$ cat config.mk
export PLATFORM = sky130hd
export DESIGN_NAME = sw_event_ctrl_flat
export DESIGN_NICKNAME = d
export VERILOG_FILES = /design/src/rtl/sw_pkg.sv /design/src/rtl/sw_event_ctrl_if.sv /design/src/rtl/sw_repeat_fsm.sv /design/src/rtl/sw_event_ctrl.sv /design/src/flat_wrapper.sv
export SDC_FILE = /design/constraint.sdc
export NUM_CORES = 1
export LEC_CHECK = 0
export CORE_UTILIZATION = 45
export DETAILED_ROUTE_END_ITERATION = 8
export MAX_ROUTING_LAYER = met4
export PLACE_DENSITY = 0.66
export REMOVE_ABC_BUFFERS = 1
export SYNTH_ARGS = -nofsm -noshare
export SYNTH_HDL_FRONTEND = slang
export SYNTH_HIERARCHICAL = 1
export SYNTH_SLANG_ARGS = --single-unit
export TNS_END_PERCENT = 30
$ cat constraint.sdc
create_clock -name clk -period 1.9 [get_ports clk]
set_input_delay 0.19 -clock clk [delete_from_list [all_inputs] [get_ports clk]]
set_output_delay 0.19 -clock clk [all_outputs]
set_load 0.02 [all_outputs]
$ cat src/rtl/sw_pkg.sv
// Shared types and constants for the switch event controller.
// Optional feature macro: SW_AUTOREPEAT_EN (press/auto-repeat timing).
package sw_pkg;

    localparam int N_SW = 4;
    localparam int ID_W = 2;

    // Default timing for a 12 MHz clock: 10 ms tick, 400 ms delay, 100 ms rate.
    localparam int TICK_DIV_12M     = 120000;
    localparam int REPEAT_DELAY_DEF = 40;
    localparam int REPEAT_RATE_DEF  = 10;
    localparam int CNT_W_DEF        = 8;

    typedef enum logic [2:0] {
        ST_ARM,
        ST_IDLE,
        ST_DELAY,
        ST_REPEAT,
        ST_HELD
    } sw_state_t;

endpackage

$ cat src/rtl/sw_event_ctrl_if.sv
// Valid/ready event channel from the switch controller to the game logic.
interface sw_event_ctrl_if
    import sw_pkg::*;
();

    logic            evt_valid;
    logic            evt_ready;
    logic [ID_W-1:0] evt_id;
    logic            evt_repeat;

    modport master (output evt_valid, output evt_id, output evt_repeat, input evt_ready);
    modport slave  (input evt_valid, input evt_id, input evt_repeat, output evt_ready);

endinterface

$ cat src/rtl/sw_repeat_fsm.sv
// Per-button press / auto-repeat state machine.
// With SW_AUTOREPEAT_EN defined: ARM/IDLE/DELAY/REPEAT with tick counting.
// Without it: ARM/IDLE/HELD, press events only.
module sw_repeat_fsm
    import sw_pkg::*;
`ifdef SW_AUTOREPEAT_EN
#(
    parameter int REPEAT_DELAY = REPEAT_DELAY_DEF,
    parameter int REPEAT_RATE  = REPEAT_RATE_DEF,
    parameter int CNT_W        = CNT_W_DEF
)
`endif
(
    input  logic clk,
    input  logic reset,
    input  logic sw_lvl,
    input  logic tick,
    output logic evt_raise
`ifdef SW_AUTOREPEAT_EN
    ,
    output logic evt_rep
`endif
);

    sw_state_t state_reg, state_next;

`ifdef SW_AUTOREPEAT_EN
    logic [CNT_W-1:0] cnt_reg, cnt_next;

    // State and tick counter registers.
    always_ff @(posedge clk or posedge reset) begin
        if (reset) begin
            state_reg <= ST_ARM;
            cnt_reg   <= '0;
        end else begin
            state_reg <= state_next;
            cnt_reg   <= cnt_next;
        end
    end

    // Next state, counter and one-cycle event strobes; release beats a tick.
    always_comb begin
        state_next = state_reg;
        cnt_next   = cnt_reg;
        evt_raise  = 1'b0;
        evt_rep    = 1'b0;
        case (state_reg)
            ST_ARM:  if (!sw_lvl) state_next = ST_IDLE;
            ST_IDLE: begin
                if (sw_lvl) begin
                    evt_raise  = 1'b1;
                    cnt_next   = '0;
                    state_next = ST_DELAY;
                end
            end
            ST_DELAY: begin
                if (!sw_lvl) begin
                    state_next = ST_IDLE;
                end else if (tick) begin
                    if (cnt_reg == CNT_W'(REPEAT_DELAY - 1)) begin
                        evt_raise  = 1'b1;
                        evt_rep    = 1'b1;
                        cnt_next   = '0;
                        state_next = ST_REPEAT;
                    end else begin
                        cnt_next = cnt_reg + CNT_W'(1);
                    end
                end
            end
            ST_REPEAT: begin
                if (!sw_lvl) begin
                    state_next = ST_IDLE;
                end else if (tick) begin
                    if (cnt_reg == CNT_W'(REPEAT_RATE - 1)) begin
                        evt_raise = 1'b1;
                        evt_rep   = 1'b1;
                        cnt_next  = '0;
                    end else begin
                        cnt_next = cnt_reg + CNT_W'(1);
                    end
                end
            end
            default: state_next = ST_ARM;
        endcase
    end
`else
    // The tick has no role once repeat timing is compiled out.
    logic unused_tick;
    assign unused_tick = tick;

    // State register.
    always_ff @(posedge clk or posedge reset) begin
        if (reset) begin
            state_reg <= ST_ARM;
        end else begin
            state_reg <= state_next;
        end
    end

    // Next state and press strobe; HELD only exits on release.
    always_comb begin
        state_next = state_reg;
        evt_raise  = 1'b0;
        case (state_reg)
            ST_ARM:  if (!sw_lvl) state_next = ST_IDLE;
            ST_IDLE: begin
                if (sw_lvl) begin
                    evt_raise  = 1'b1;
                    state_next = ST_HELD;
                end
            end
            ST_HELD: if (!sw_lvl) state_next = ST_IDLE;
            default: state_next = ST_ARM;
        endcase
    end
`endif

endmodule

$ cat src/rtl/sw_event_ctrl.sv
// Switch event controller: scan tick divider, per-button FSMs, one-deep
// pending store per button, round-robin arbiter and valid/ready output.
// Optional feature macro: SW_AUTOREPEAT_EN.
module sw_event_ctrl
    import sw_pkg::*;
#(
    parameter int TICK_DIV = TICK_DIV_12M
`ifdef SW_AUTOREPEAT_EN
    ,
    parameter int REPEAT_DELAY = REPEAT_DELAY_DEF,
    parameter int REPEAT_RATE  = REPEAT_RATE_DEF,
    parameter int CNT_W        = CNT_W_DEF
`endif
)(
    input  logic                  clk,
    input  logic                  reset,
    input  logic [N_SW-1:0]       sw_lvl,
    output logic                  tick,
    sw_event_ctrl_if.master       evt,
    output logic                  overrun,
    input  logic                  clr_overrun
);

    localparam int TW = (TICK_DIV > 1) ? $clog2(TICK_DIV) : 1;

    logic [TW-1:0]   tick_cnt_reg;
    logic [N_SW-1:0] raise;
    logic [N_SW-1:0] pend_reg, pend_next;
    logic [N_SW-1:0] pop;
    logic [N_SW-1:0] drop;
    logic [ID_W-1:0] rr_ptr_reg;
    logic [ID_W-1:0] sel;
    logic [ID_W-1:0] idx;
    logic            found;
    logic            load;
    logic            evt_valid_reg;
    logic [ID_W-1:0] evt_id_reg;
    logic            overrun_reg;

    // Free-running scan divider; tick marks the last count of each period.
    always_ff @(posedge clk or posedge reset) begin
        if (reset) begin
            tick_cnt_reg <= '0;
        end else if (tick_cnt_reg == TW'(TICK_DIV - 1)) begin
            tick_cnt_reg <= '0;
        end else begin
            tick_cnt_reg <= tick_cnt_reg + TW'(1);
        end
    end

    assign tick = (tick_cnt_reg == TW'(TICK_DIV - 1));

`ifdef SW_AUTOREPEAT_EN
    logic [N_SW-1:0] rep;
    logic [N_SW-1:0] pend_rep_reg, pend_rep_next;
    logic            evt_repeat_reg;

    generate
        for (genvar gi = 0; gi < N_SW; gi++) begin : g_fsm
            sw_repeat_fsm #(
                .REPEAT_DELAY (REPEAT_DELAY),
                .REPEAT_RATE  (REPEAT_RATE),
                .CNT_W        (CNT_W)
            ) u_fsm (
                .clk       (clk),
                .reset     (reset),
                .sw_lvl    (sw_lvl[gi]),
                .tick      (tick),
                .evt_raise (raise[gi]),
                .evt_rep   (rep[gi])
            );
        end
    endgenerate
`else
    generate
        for (genvar gi = 0; gi < N_SW; gi++) begin : g_fsm
            sw_repeat_fsm u_fsm (
                .clk       (clk),
                .reset     (reset),
                .sw_lvl    (sw_lvl[gi]),
                .tick      (tick),
                .evt_raise (raise[gi])
            );
        end
    endgenerate
`endif

    assign load = !evt_valid_reg || evt.evt_ready;

    // Round-robin pick: first pending button at or after rr_ptr, wrapping.
    // N_SW is a power of two, so ID_W-bit addition wraps naturally.
    always_comb begin
        found = 1'b0;
        sel   = '0;
        idx   = '0;
        for (int k = 0; k < N_SW; k++) begin
            idx = rr_ptr_reg + ID_W'(k);
            if (!found && pend_reg[idx]) begin
                found = 1'b1;
                sel   = idx;
            end
        end
    end

    // One-hot pop of the granted pending slot.
    always_comb begin
        pop = '0;
        if (load && found) pop[sel] = 1'b1;
    end

    // Pending store: a new event is dropped only if the slot stays occupied.
    always_comb begin
        pend_next = pend_reg & ~pop;
        drop      = '0;
`ifdef SW_AUTOREPEAT_EN
        pend_rep_next = pend_rep_reg;
`endif
        for (int i = 0; i < N_SW; i++) begin
            if (raise[i]) begin
                if (pend_reg[i] && !pop[i]) begin
                    drop[i] = 1'b1;
                end else begin
                    pend_next[i] = 1'b1;
`ifdef SW_AUTOREPEAT_EN
                    pend_rep_next[i] = rep[i];
`endif
                end
            end
        end
    end

    // Pending store and sticky overrun; a drop beats a same-cycle clear.
    always_ff @(posedge clk or posedge reset) begin
        if (reset) begin
            pend_reg    <= '0;
            overrun_reg <= 1'b0;
        end else begin
            pend_reg <= pend_next;
            if (|drop) begin
                overrun_reg <= 1'b1;
            end else if (clr_overrun) begin
                overrun_reg <= 1'b0;
            end
        end
    end

    // Output register and round-robin pointer; held while stalled.
    always_ff @(posedge clk or posedge reset) begin
        if (reset) begin
            evt_valid_reg <= 1'b0;
            evt_id_reg    <= '0;
            rr_ptr_reg    <= '0;
        end else if (load) begin
            evt_valid_reg <= found;
            if (found) begin
                evt_id_reg <= sel;
                rr_ptr_reg <= sel + ID_W'(1);
            end
        end
    end

`ifdef SW_AUTOREPEAT_EN
    // Repeat flag travels with the pending slot into the output register.
    always_ff @(posedge clk or posedge reset) begin
        if (reset) begin
            pend_rep_reg   <= '0;
            evt_repeat_reg <= 1'b0;
        end else begin
            pend_rep_reg <= pend_rep_next;
            if (load && found) evt_repeat_reg <= pend_rep_reg[sel];
        end
    end

    assign evt.evt_repeat = evt_repeat_reg;
`else
    assign evt.evt_repeat = 1'b0;
`endif

    assign evt.evt_valid = evt_valid_reg;
    assign evt.evt_id    = evt_id_reg;
    assign overrun       = overrun_reg;

endmodule
$ cat src/flat_wrapper.sv
// flat-port wrapper written by rule: the top's interface ports become plain ports
module sw_event_ctrl_flat import sw_pkg::*;
#(
    parameter int TICK_DIV = TICK_DIV_12M

)
  (clk, reset, sw_lvl, tick, overrun, clr_overrun, evt_evt_valid, evt_evt_id, evt_evt_repeat, evt_evt_ready);
  sw_event_ctrl_if evt_i ();
  input  logic clk;
  input  logic reset;
  input  logic [N_SW-1:0] sw_lvl;
  output logic tick;
  output logic overrun;
  input  logic clr_overrun;
  output wire logic [$bits(evt_i.evt_valid)-1:0] evt_evt_valid;
  output wire logic [$bits(evt_i.evt_id)-1:0] evt_evt_id;
  output wire logic [$bits(evt_i.evt_repeat)-1:0] evt_evt_repeat;
  input wire logic [$bits(evt_i.evt_ready)-1:0] evt_evt_ready;
  assign evt_evt_valid = evt_i.evt_valid;
  assign evt_evt_id = evt_i.evt_id;
  assign evt_evt_repeat = evt_i.evt_repeat;
  assign evt_i.evt_ready = evt_evt_ready;
  sw_event_ctrl #(.TICK_DIV(TICK_DIV)) u_core (.clk(clk), .reset(reset), .sw_lvl(sw_lvl), .tick(tick), .evt(evt_i), .overrun(overrun), .clr_overrun(clr_overrun));
endmodule
## Word level (Yosys, flattened, before mapping)

Cells that the tools add are included.

| operators by class | value |
|---|---|
| bitwise logic cells | 2 |
| multiplexer cells | 58 |
| magnitude comparators | 6 |
| eq/ne operators | 17 |
| reductions and logical operators | 33 |
| add/sub/neg operators | 5 |

Operators with widths:

| cell | number |
|---|---|
| two-way mux 1 bit | 35 |
| two-way mux 3 bit | 8 |
| case mux 3 bit (2 select lines) | 4 |
| adder 17 x 1 -> 17 bit, second input constant | 1 |
| == test 17 bit, second input constant | 1 |
| two-way mux 17 bit | 1 |
| != test 2 bit, second input constant | 8 |
| < comparator 2 x 3 -> 1 bit, second input constant | 5 |
| == test 3 x 1 -> 1 bit, second input constant | 4 |
| == test 3 bit, second input constant | 4 |
| logical NOT 3 bit | 4 |
| AND reduction 2 bit | 5 |
| logical AND 1 bit | 9 |
| binary-select mux 1 bit (select 2 bit) | 4 |
| logical NOT 1 bit | 8 |
| two-way mux 2 bit | 4 |
| OR reduction 2 bit | 4 |
| adder 2 x 1 -> 2 bit, second input constant | 2 |
| adder 2 bit, second input constant | 2 |
| AND 4 bit | 1 |
| two-way mux 4 bit | 1 |
| inverter 4 bit | 1 |
| OR reduction 4 bit | 1 |
| demux 1 bit (select 2 bit) | 1 |
| 3 further kinds | 3 |

| storage, ports and cells | value |
|---|---|
| output and inout bits | 6 |
| input port bits | 8 |
| register bits after elaboration | 39 |

## Longest topological paths before layout

Gate-level depths: netlist of run 1.

| depth | value |
|---|---|
| word-level depth | 23 |
| mapped depth | 8 |
| depth with buffers taken out | 8 |

## Cells and area by module

Netlist of run 1, hierarchy kept.

By module, submodules not included:

| module | area an instance (um^2) | times used | seq. area each (um^2) | cells an instance |
|---|---|---|---|---|
| sw_event_ctrl | 1,368.8 | 1 | 675.6 | 132 |
| sw_repeat_fsm | 83.8 | 4 | 50.0 | 7 |

## Worst setup path before layout of run 1

Ideal clock, no wire load.

| path | value |
|---|---|
| path kind | register to register |
| start point | register u_core.rr_ptr_reg[1] |
| end point | register u_core.rr_ptr_reg[1] |
| arrival | 1.619 ns |
| setup slack | 0.157 ns |
| buffers on the path | 0 |
| cell stages (with the launch flop) | 5 |
| data required time | 1.775 ns |
| library setup time | 0.125 ns |
| path through | dfrtp_1 -> mux2_2 -> a221oi_2 -> ha_1 -> mux2_2 |

| on the way | value |
|---|---|
| cells in the longest elaborated chain, start to end | 13 |

RTL lines:

| what | line | RTL |
|---|---|---|
| start, declared | sw_event_ctrl.sv:31 | `logic [ID_W-1:0] rr_ptr_reg;` |
| start signal, assigned | sw_event_ctrl.sv:157 | `rr_ptr_reg <= sel + ID_W'(1);` |
| branches (longest 11 deep; another with adder 2 x 1 -> 2 bit) | -- |  |
| two-way mux 2 bit (*) | sw_event_ctrl.sv:98 | `if (!found && pend_reg[idx]) begin` |
| named net u_core.sel[0] | sw_event_ctrl.sv:32 | `logic [ID_W-1:0] sel;` |
| adder 2 x 1 -> 2 bit (*) | sw_event_ctrl.sv:157 |  |

Mark *: on every way through the listed nets, which the timed path passes. The select of a mux whose other input is x is not followed.
A chain may end at the register's enable or synchronous reset.

## Final worst setup path of run 1

| path | value |
|---|---|
| start point | register u_core.tick_cnt_reg[11] |
| end point | output port tick |

| on the way | value |
|---|---|
| cells in the longest elaborated chain, start to end | 1 |

RTL lines:

| what | line | RTL |
|---|---|---|
| start, declared | sw_event_ctrl.sv:26 | `logic [TW-1:0] tick_cnt_reg;` |
| start signal, assigned | sw_event_ctrl.sv:47 | `tick_cnt_reg <= tick_cnt_reg + TW'(1);` |
| == test 17 bit | sw_event_ctrl.sv:51 | `assign tick = (tick_cnt_reg == TW'(TICK_DIV - 1));` |
| end, declared | flat_wrapper.sv:12 | `output logic tick;` |

Every way passes these cells.

==> results.ini, run 1 <==
[global_route]
grtUsageTotal = 0.1995
antenna_found_initial = 0
grt_pass1_wl_um = 5837
grt_pass1_vias = 1300
grt_max_degree = 17
overflow = 0

[floorplan]
fp.dieH_um = 63.54
dieArea_um2 = 4037
initial_core_util = 0.4913
core_um2 = 3468
rows = 21
io-pin-count = 14
die_width_um = 63.54

[layout]
final_area_um2 = 2157
largest_reg_flops = 17
drive_above_1_share = 0.2362
antennaDiodeCount = 0
nets = 211
final_cells = 245
area_growth_pct = 26.58

[route]
wl_um = 3191
postRouteAntennaNets = 0
first_iter_violations = 65
vias = 1255
drc_errors = 0
first_pass_iters = 4
post_drt_wl_per_cell_um = 13.02
viasPerCell = 5.122

[worst_setup_path]
cp-start-kind = flip-flop
path_cells = nor4bb_4 > nand4_1 > nor3_2 > buf_4
crit_type = flip-flop to output port
critical_path_arrival_ns = 1.59
crit_path_top_delay_cell = dfrtp_1
crit_buf_inv = 1
cp-end-kind = output port
path_delay_family = simple AND/OR/NAND/NOR gates
cp_max_fo = 2
crit_required_ns = 1.71
max_stage_delay_ns = 0.42

[synthesis]
synthMuxAreaShare = 0.02643
synth_xor_area_frac = 0.08737
synthArstFlopShare = 1.000
yosysMostFrequentCell = dfrtp_1
synth_area_leaders = dfrtp_1 51%, xor2_1 4.6%, xnor2_1 4.1%, ha_1 3.7%, nand2_1 3.1%
synth_top_family_by_area = simple AND/OR/NAND/NOR gates
synth-seq-cells = 35
yosys.area_share.simple = 0.2210
yosys_warnings = 6
synth_top_cells_by_count = 35 x dfrtp_1, 14 x nand2_1, 11 x inv_1, 11 x nor2_1
ys_seq_area_frac = 0.5140
synth_edf_count = 0
synth_top_area_share = 0.5140
syn_avg_cell_area_um2 = 10.65
synthFlopType = dfrtp_1
synth_cell_types = 36
synth_area_um2 = 1704
netlist_instances = 160
synth-compound-area-share = 0.08076
yosys.area.top_type = dfrtp_1
yosys.area_share.adder = 0.03671

[timing]
fin_skew_ns = 0.007356
fmax_mhz = 562.5
period_needed_ns = 1.778
whs_ns = 0.1661
min_period_over_period = 0.9357
relSlewSlack = 0.6581
slew_viol_final = 0
hold_viol = 0
finalSetupViolCount = 0
tns_ns = 0
worstMarginPinSlew_ns = 0.5122
rsz0062_at_grt = false

[clock_tree]
numCtsBuffers = 5
clk_latency_ns = 0.29
htreeDepth = 2
root_buffer = clkbuf_8
clockBufferDepth = 2
clkSinkCount = 35
cts_tree = built
clk_pin_slew_ns = 0.07

[power]
power.total_mw = 2.291
power.density_nw_per_um2 = 1062
p_leak_nw = 0.9827
ir_worst_vdd_uv = 711.1

[placed_design]
gp_congestion = 0.8065
hpwl_um = 2454
placed_area_um2 = 2032
placed_cells = 236
io_buffers = 12

[run_status]
status = completed

[flow_run]
maxCapViolCount = 0

[min_path]
hold_path_class = input pin to asynchronous set/reset pin

## metal layers
layer / up-vias / routed length, µm / global-route usage
li1: 625 / - / -
met1: 602 / 1474 / 0.2430
met2: 19 / 1498 / 0.2926
met3: 9 / 110 / 0.06159
met4: 0 / 107 / 0.1108
met5: - / 0 / -
## placed cells by master, fill, tap and decap left out, types with 2 or more instances in the layout
cell type / n
and3b_2: 4
a21o_1: 4
a21oi_1: 9
nand4_1: 5
nor2_1: 11
clkbuf_8: 5
nand2_1: 14
buf_4: 21
xnor2_1: 8
o21ai_0: 2
dfrtp_1: 35
inv_1: 11
nor4_1: 3
nand3_1: 9
xor2_1: 9
nor3_1: 2
ha_1: 5
clkdlybuf4s50_1: 11
clkinvlp_4: 2
and2_1: 4
mux2_2: 4
## stage by stage
| stage | setup slack (ns) | utilization |
|---|---|---|
| 2_1_floorplan | -0.2163 | - |
| 3_3_place_gp | -0.04582 | 0.5859 |
| 3_5_place_dp | -0.1936 | 0.5859 |
| 4_1_cts | 0.07319 | 0.6158 |
| 5_1_grt | 0.01071 | 0.6219 |
| 6_report | 0.1222 | 0.6219 |
## cell type report
class / count / area [µm²]
fillers: 310 / 1311
well taps: 46 / 57.56
repair buffers: 33 / 287.8
clock inverters: 3 / 20.02
inverters: 11 / 41.29
multi-input cells: 112 / 805.8
clock buffers: 5 / 68.82
flip-flops and latches: 35 / 875.8
## what timing repair did
action,CTS,global route
setup buffers,0,1
pin swaps,0,2
gates cloned,0,0
gates resized for setup,8,2
hold buffers,0,0
endpoints found under the setup margin,1,2
## where the power goes
part,switching [mW],total (mW),internal (mW),leakage [nW]
clock,0.271,0.525,0.255,0.0402
sequential,0.0864,0.952,0.866,0.434
combinational,0.403,0.813,0.410,0.509
## kinds of logic (layout without fill, tap and decap cells)
kind of cell | count (synthesis) | count (layout)
other cells | 1 | 1
mux | 4 | 4
compound gates | 21 | 21
fa+ha+maj | 5 | 5
flops | 35 | 35
simple gates | 64 | 64
buf+inv | 13 | 52
xor+xnor | 17 | 17
## worst paths after layout
kind	startpoint	endpoint	slack, ns	cells after the start
setup / recovery	u_core/tick_cnt_reg[11]	tick	0.12	4
hold / removal	reset	u_core/g_fsm[2].u_fsm/state_reg[2]	0.17	2
setup reg to reg	u_core/rr_ptr_reg[1]	u_core/rr_ptr_reg[1]	0.13	4
hold reg to reg	u_core/g_fsm[1].u_fsm/state_reg[2]	u_core/g_fsm[1].u_fsm/state_reg[0]	0.48	1
max in group asynchronous	reset	u_core/evt.evt_valid	1.08	3
min in group clk	sw_lvl[1]	u_core/g_fsm[1].u_fsm/state_reg[0]	0.48	2
No activity file was read; power rests on OpenSTA's default activity.
==> run 2, diff against run 1 <==
--- a/config.mk
+++ b/config.mk
@@ -5,6 +5,7 @@
 export SDC_FILE = /design/constraint.sdc
 export NUM_CORES = 1
 export LEC_CHECK = 0
+export CORE_MARGIN = 10
 export CORE_UTILIZATION = 45
 export DETAILED_ROUTE_END_ITERATION = 8
 export MAX_ROUTING_LAYER = met4
==> constraint.sdc (replaced) <==
create_clock -name clk -period 1.73 [get_ports clk]
set_input_delay 0.173 -clock clk [delete_from_list [all_inputs] [get_ports clk]]
set_output_delay 0.173 -clock clk [all_outputs]
set_load 0.02 [all_outputs]
==> results.ini, run 2 (same netlist as run 1, synthesis figures left out) <==
[route]
wl_um = 3371  ; +5.6%
first_iter_violations = 39  ; -40%
post_drt_wl_per_cell_um = 13.43  ; +3.1%
postRouteAntennaNets = 0  ; unchanged
first_pass_iters = 4  ; unchanged
vias = 1282  ; +2.2%
viasPerCell = 5.108  ; -0.29%
drc_errors = 0  ; unchanged

[global_route]
grtUsageTotal = 0.1161  ; -0.08338
grt_max_degree = 28  ; +11
overflow = 0  ; unchanged
grt_pass1_vias = 1320  ; +1.5%
grt_pass1_wl_um = 5906  ; +1.2%
antenna_found_initial = 0  ; unchanged

[layout]
drive_above_1_share = 0.2512  ; +0.01505
nets = 215  ; +1.9%
utilization = 0.5940  ; -0.02795
final_cells = 251  ; +2.4%
most-common-layout-cells = 35 x dfrtp_1, 26 x buf_4, 13 x nand2_1
antennaDiodeCount = 0  ; unchanged
largest_reg_flops = 17  ; unchanged
n_fill_cell = 302  ; -2.6%
final_common_cell = dfrtp_1
area_growth_pct = 27.61

[run_status]
violations = setup timing
status = complete, but fails checks

[timing]
setup_ws_ns = -0.001957  ; -0.1241 ns
tns_ns = -0.001957  ; -0.001957 ns
rsz0062_at_grt = true
min_period_over_period = 1.001
period_needed_ns = 1.732
fmax_mhz = 577.4
finalSetupViolCount = 1  ; +1
fin_skew_ns = 0.006326  ; -0.001030 ns
hold_viol = 0  ; unchanged
slew_viol_final = 0  ; unchanged

[clock_tree]
cts_tree = built
clockBufferDepth = 2  ; unchanged
htreeDepth = 2  ; unchanged
clk_pin_slew_ns = 0.07  ; about the same
postCtsHoldBufs = 0  ; unchanged
clk_latency_ns = 0.28  ; about the same
clkSinkCount = 35  ; unchanged
root_buffer = clkbuf_8
numCtsBuffers = 5  ; unchanged

[worst_setup_path]
crit_required_ns = 1.89  ; +0.18 ns
cp-end-kind = flip-flop
cp-start-kind = flip-flop
ff2ff_path_depth = 4  ; unchanged
cp_max_fo = 4  ; +2
crit_type = flip-flop to flip-flop
critical_path_arrival_ns = 1.89  ; +0.30 ns

[floorplan]
initial_core_util = 0.4655  ; -0.02586
fp.dieH_um = 81.54  ; +28%
dieArea_um2 = 6649  ; +65%
core_um2 = 3661  ; +5.6%
die_width_um = 81.54  ; +28%
io-pin-count = 14  ; unchanged
rows = 22  ; +4.8%

[power]
seqPwrFrac = 0.414  ; -0.002
combPwrFrac = 0.368  ; +0.013
p_int_mw = 1.721  ; +12%
p_switching_mw = 0.8354  ; +9.9%
ir_worst_vdd_uv = 522.4  ; -27%
power.density_nw_per_um2 = 1176  ; +11%
p_leak_nw = 1.013  ; +3.0%
p_clk_frac = 0.219  ; -0.010
sw_frac_of_total = 0.3268  ; -0.005138

[placed_design]
io_buffers = 12  ; unchanged
placed_cells = 243  ; +3.0%
hpwl_um = 2507  ; +2.2%
gp_congestion = 0.8280  ; +2.7%

[min_path]
hold_path_class = input pin to asynchronous set/reset pin

[flow_run]
maxCapViolCount = 0  ; unchanged

==> run 2: cell types whose count changed in the layout (fill, tap and decap cells not counted) <==
cell	delta
buf_4	+5
nand2_1	-1
mux2_4	+2
a2bb2oi_2	+1
mux2_2	-2
nand2_2	+1
a2bb2oi_1	-1
clkbuf_1	+1
nor4bb_4	-1
buf_12	-1
nor4bb_1	+1
clkinvlp_4	-1
==> run 2: what timing repair did <==
action / in CTS / in global routing
setup endpoints to repair: 4 / 5
endpoints found under the hold margin: 0 / 0
setup buffers: 1 / 0
pin swaps: 6 / 2
resized for setup: 8 / 3
==> run 2: final timing paths <==
check                                                   startpoint                            endpoint  slack (ns)
max in group asynchronous                                    reset                u_core/evt.evt_id[1]        1.09
worst min register to register  u_core/g_fsm[3].u_fsm/state_reg[2]  u_core/g_fsm[3].u_fsm/state_reg[0]        0.48
min in group clk                                         sw_lvl[1]  u_core/g_fsm[1].u_fsm/state_reg[0]        0.47
worst min-delay path                                         reset  u_core/g_fsm[2].u_fsm/state_reg[0]        0.16
worst max-delay path                          u_core/rr_ptr_reg[1]                u_core/rr_ptr_reg[1]      -0.002
worst max register to register                u_core/rr_ptr_reg[1]                u_core/rr_ptr_reg[1]      -0.002
==> run 2: worst max-delay path, cell delays in order (launching register included) <==
cell      delay, ns
dfrtp_1        0.41
mux2_4         0.32
a221oi_4       0.34
ha_1           0.29
mux2_4         0.26
==> run 2: per-stage QoR <==
stage	worst slack [ns]	hold slack (ns)	power, mW	area [µm²]
detailed placement	-0.2338	0.4662	1.876	2059
global route	-0.07273	0.1712	2.744	2175
CTS	0.003544	0.1545	2.541	2165
global placement	-0.2423	0.4599	1.841	2059
finish	-0.001957	0.1581	2.556	2175
floorplan	-0.3863	-0.08582	1.585	1692
==> run 2: area by class of cell <==
cell class                 instances  area, µm²  area share
multi-input combinational        112      807.0      0.3711
clock buffer                       6      72.57     0.03337
tap                               48      60.06     0.02762
inverter                          11      41.29     0.01899
clock inverter                     2      12.51    0.005754
timing repair buffer              37      305.3      0.1404
sequential                        35      875.8      0.4028
==> run 2: power by group through the flow <==
stage          combinational (mW)  clock [mW]  sequential (mW)
6_report                    0.940       0.559             1.06
5_1_grt                      1.04       0.625             1.08
3_5_place_dp                0.799           0             1.08
2_1_floorplan               0.467           0             1.12
4_1_cts                     0.900       0.586             1.05
3_3_place_gp                0.778           0             1.06
==> run 2: layer usage <==
layer / track usage / share of wire / vias up
met4: 0.02941 / 0.0018 / 0
met3: 0.04476 / 0.044 / 2
met1: 0.1270 / 0.42 / 629
met5: - / 0 / -
li1: - / - / 636
met2: 0.1943 / 0.53 / 15
==> run 3, diff against run 2 <==
--- a/config.mk
+++ b/config.mk
@@ -6,10 +6,10 @@
 export NUM_CORES = 1
 export LEC_CHECK = 0
 export CORE_MARGIN = 10
-export CORE_UTILIZATION = 45
+export CORE_UTILIZATION = 53
 export DETAILED_ROUTE_END_ITERATION = 8
 export MAX_ROUTING_LAYER = met4
-export PLACE_DENSITY = 0.66
+export PLACE_DENSITY = 0.76
 export REMOVE_ABC_BUFFERS = 1
 export SYNTH_ARGS = -nofsm -noshare
 export SYNTH_HDL_FRONTEND = slang
==> constraint.sdc (replaced) <==
create_clock -name clk -period 1.7 [get_ports clk]
set_input_delay 0.17 -clock clk [delete_from_list [all_inputs] [get_ports clk]]
set_output_delay 0.17 -clock clk [all_outputs]
set_load 0.02 [all_outputs]
==> results.ini, run 3 (same netlist as run 1, synthesis figures left out) <==
[clock_tree]
numCtsBuffers = 5  ; unchanged
clk_pin_slew_ns = 0.10  ; +0.03 ns
clockBufferDepth = 2  ; unchanged
cts_tree = built
htreeDepth = 2  ; unchanged
root_buffer = clkbuf_4
clkSinkCount = 35  ; unchanged
clk_latency_ns = 0.32  ; +0.04 ns

[worst_setup_path]
rr_startpoint = u_core/rr_ptr_reg[1]
rr_endpoint = u_core/overrun
cp-end-kind = flip-flop
crit_type = flip-flop to flip-flop
cp-start-kind = flip-flop
cp_max_fo = 4  ; unchanged
critical_path_arrival_ns = 1.97  ; +0.08 ns
ff2ff_path_depth = 6  ; +2
regToRegSetupSlack_ns = -0.06  ; -0.06 ns
crit_required_ns = 1.91  ; +0.02 ns

[layout]
n_fill_cell = 234  ; -23%
utilization = 0.7122  ; +0.1182
antennaDiodeCount = 0  ; unchanged
most-common-layout-cells = 35 x dfrtp_1, 28 x buf_4, 14 x nand2_1
nets = 217  ; +0.93%
largest_reg_flops = 17  ; unchanged
drive_above_1_share = 0.2732  ; +0.02194
area_growth_pct = 28.63
final_common_cell = dfrtp_1

[route]
drc_errors = 0  ; unchanged
viasPerCell = 5.345  ; +4.7%
postRouteAntennaNets = 0  ; unchanged
post_drt_wl_per_cell_um = 14.07  ; +4.8%
vias = 1331  ; +3.8%
first_iter_violations = 81  ; +110%
wl_um = 3504  ; +3.9%
first_pass_iters = 4  ; unchanged

[floorplan]
fp.dieH_um = 76.71  ; -5.9%
rows = 20  ; -9.1%
io-pin-count = 14  ; unchanged
initial_core_util = 0.5537  ; +0.08818
core_um2 = 3078  ; -16%
die_width_um = 76.71  ; -5.9%
dieArea_um2 = 5884  ; -12%

[run_status]
violations = setup timing
status = complete, but fails checks

[global_route]
overflow = 0  ; unchanged
grt_pass1_wl_um = 5947  ; +0.69%
grtUsageTotal = 0.1238  ; +0.007617
grt_max_degree = 28  ; unchanged
grt_pass1_vias = 1315  ; -0.38%
antenna_found_initial = 0  ; unchanged

[power]
ir_worst_vdd_uv = 718.9  ; +38%
power.total_mw = 2.594  ; +1.5%
power.density_nw_per_um2 = 1183  ; +0.66%
p_leak_nw = 1.018  ; +0.55%

[min_path]
hold_path_class = input pin to asynchronous set/reset pin

[timing]
rsz0062_at_grt = true
finalSetupViolCount = 4  ; +3
min_period_over_period = 1.038  ; +0.03706
slew_viol_final = 0  ; unchanged
fmax_mhz = 566.6  ; -1.9%
setup_ws_ns = -0.06493  ; -0.06297 ns
period_needed_ns = 1.765  ; +0.03297 ns
whs_ns = 0.1171  ; -0.04107 ns
fin_skew_ns = 0.008679  ; +0.002354 ns
hold_viol = 0  ; unchanged

[placed_design]
io_buffers = 12  ; unchanged
hpwl_um = 2584  ; +3.1%
gp_congestion = 0.8408  ; +1.5%

[flow_run]
maxCapViolCount = 0  ; unchanged

[run 3: changes by cell type in the layout (fill, tap and decap cells not counted), sizes merged]
cell,before,now
clkbuf,6,8
clkinvlp,1,0
buf,26,28
clkinv,1,0
[run 3: repair_timing]
item,in CTS,in global routing
resized for setup,12,4
pin swaps,4,4
setup buffers,0,1
hold buffers,0,0
endpoints found under the setup margin,4,8
[run 3: routing by layer]
layer  wire, µm  vias up  global-route usage  part of all wire
met5          0        -                   -                 0
li1           -      641                   -                 -
met2       1701       27              0.1897              0.49
met1       1616      657              0.1562              0.46
met3        148        6             0.03846             0.042
met4         38        0             0.02788             0.011
[run 3: how the worst max path moves through the flow]
stage / startpoint / end / slack, ns / cells after the start
2_1_floorplan: u_core/tick_cnt_reg[13] / u_core/tick_cnt_reg[10] / -0.42 / 4
3_3_place_gp: u_core/tick_cnt_reg[13] / tick / -0.20 / 4
3_5_place_dp: u_core/tick_cnt_reg[13] / tick / -0.30 / 4
4_1_cts: u_core/tick_cnt_reg[13] / tick / -0.08 / 4
5_1_grt: u_core/rr_ptr_reg[1] / u_core/overrun / -0.15 / 6
6_report: u_core/rr_ptr_reg[1] / u_core/overrun / -0.06 / 6
[run 3: cell type report]
| cell class | count | area, µm² | area share |
|---|---|---|---|
| clock buffers | 8 | 68.82 | 0.03139 |
| inverters | 11 | 41.29 | 0.01884 |
| multi-input cells | 112 | 830.8 | 0.3790 |
| flip-flops and latches | 35 | 875.8 | 0.3995 |
| well taps | 44 | 55.05 | 0.02511 |
| repair buffers | 39 | 320.3 | 0.1461 |
[run 3: per-stage QoR]
step / setup slack (ns) / TNS [ns] / instances / cell area (µm²)
2_1_floorplan: -0.4163 / -4.363 / 158 / 1692
3_3_place_gp: -0.2009 / -0.2467 / 240 / 2062
3_5_place_dp: -0.3026 / -0.4775 / 240 / 2062
4_1_cts: -0.07725 / -0.1262 / 248 / 2165
5_1_grt: -0.1534 / -0.5661 / 249 / 2192
6_report: -0.06493 / -0.2072 / 249 / 2192
[run 3: power breakdown]
part	total (mW)	switching [mW]	internal, mW	leakage, nW
combinational	1.01	0.490	0.523	0.546
clock	0.506	0.262	0.244	0.0386
sequential	1.08	0.108	0.967	0.434
total	2.59	0.860	1.73	1.02
[run 3: critical path, cell delays in order, from the launching register on]
cell and delay [ns]:
dfrtp_1 0.41, mux2_4 0.32, a221oi_4 0.37, ha_2 0.24
o22ai_1 0.06, a31oi_1 0.16, nand3_1 0.09
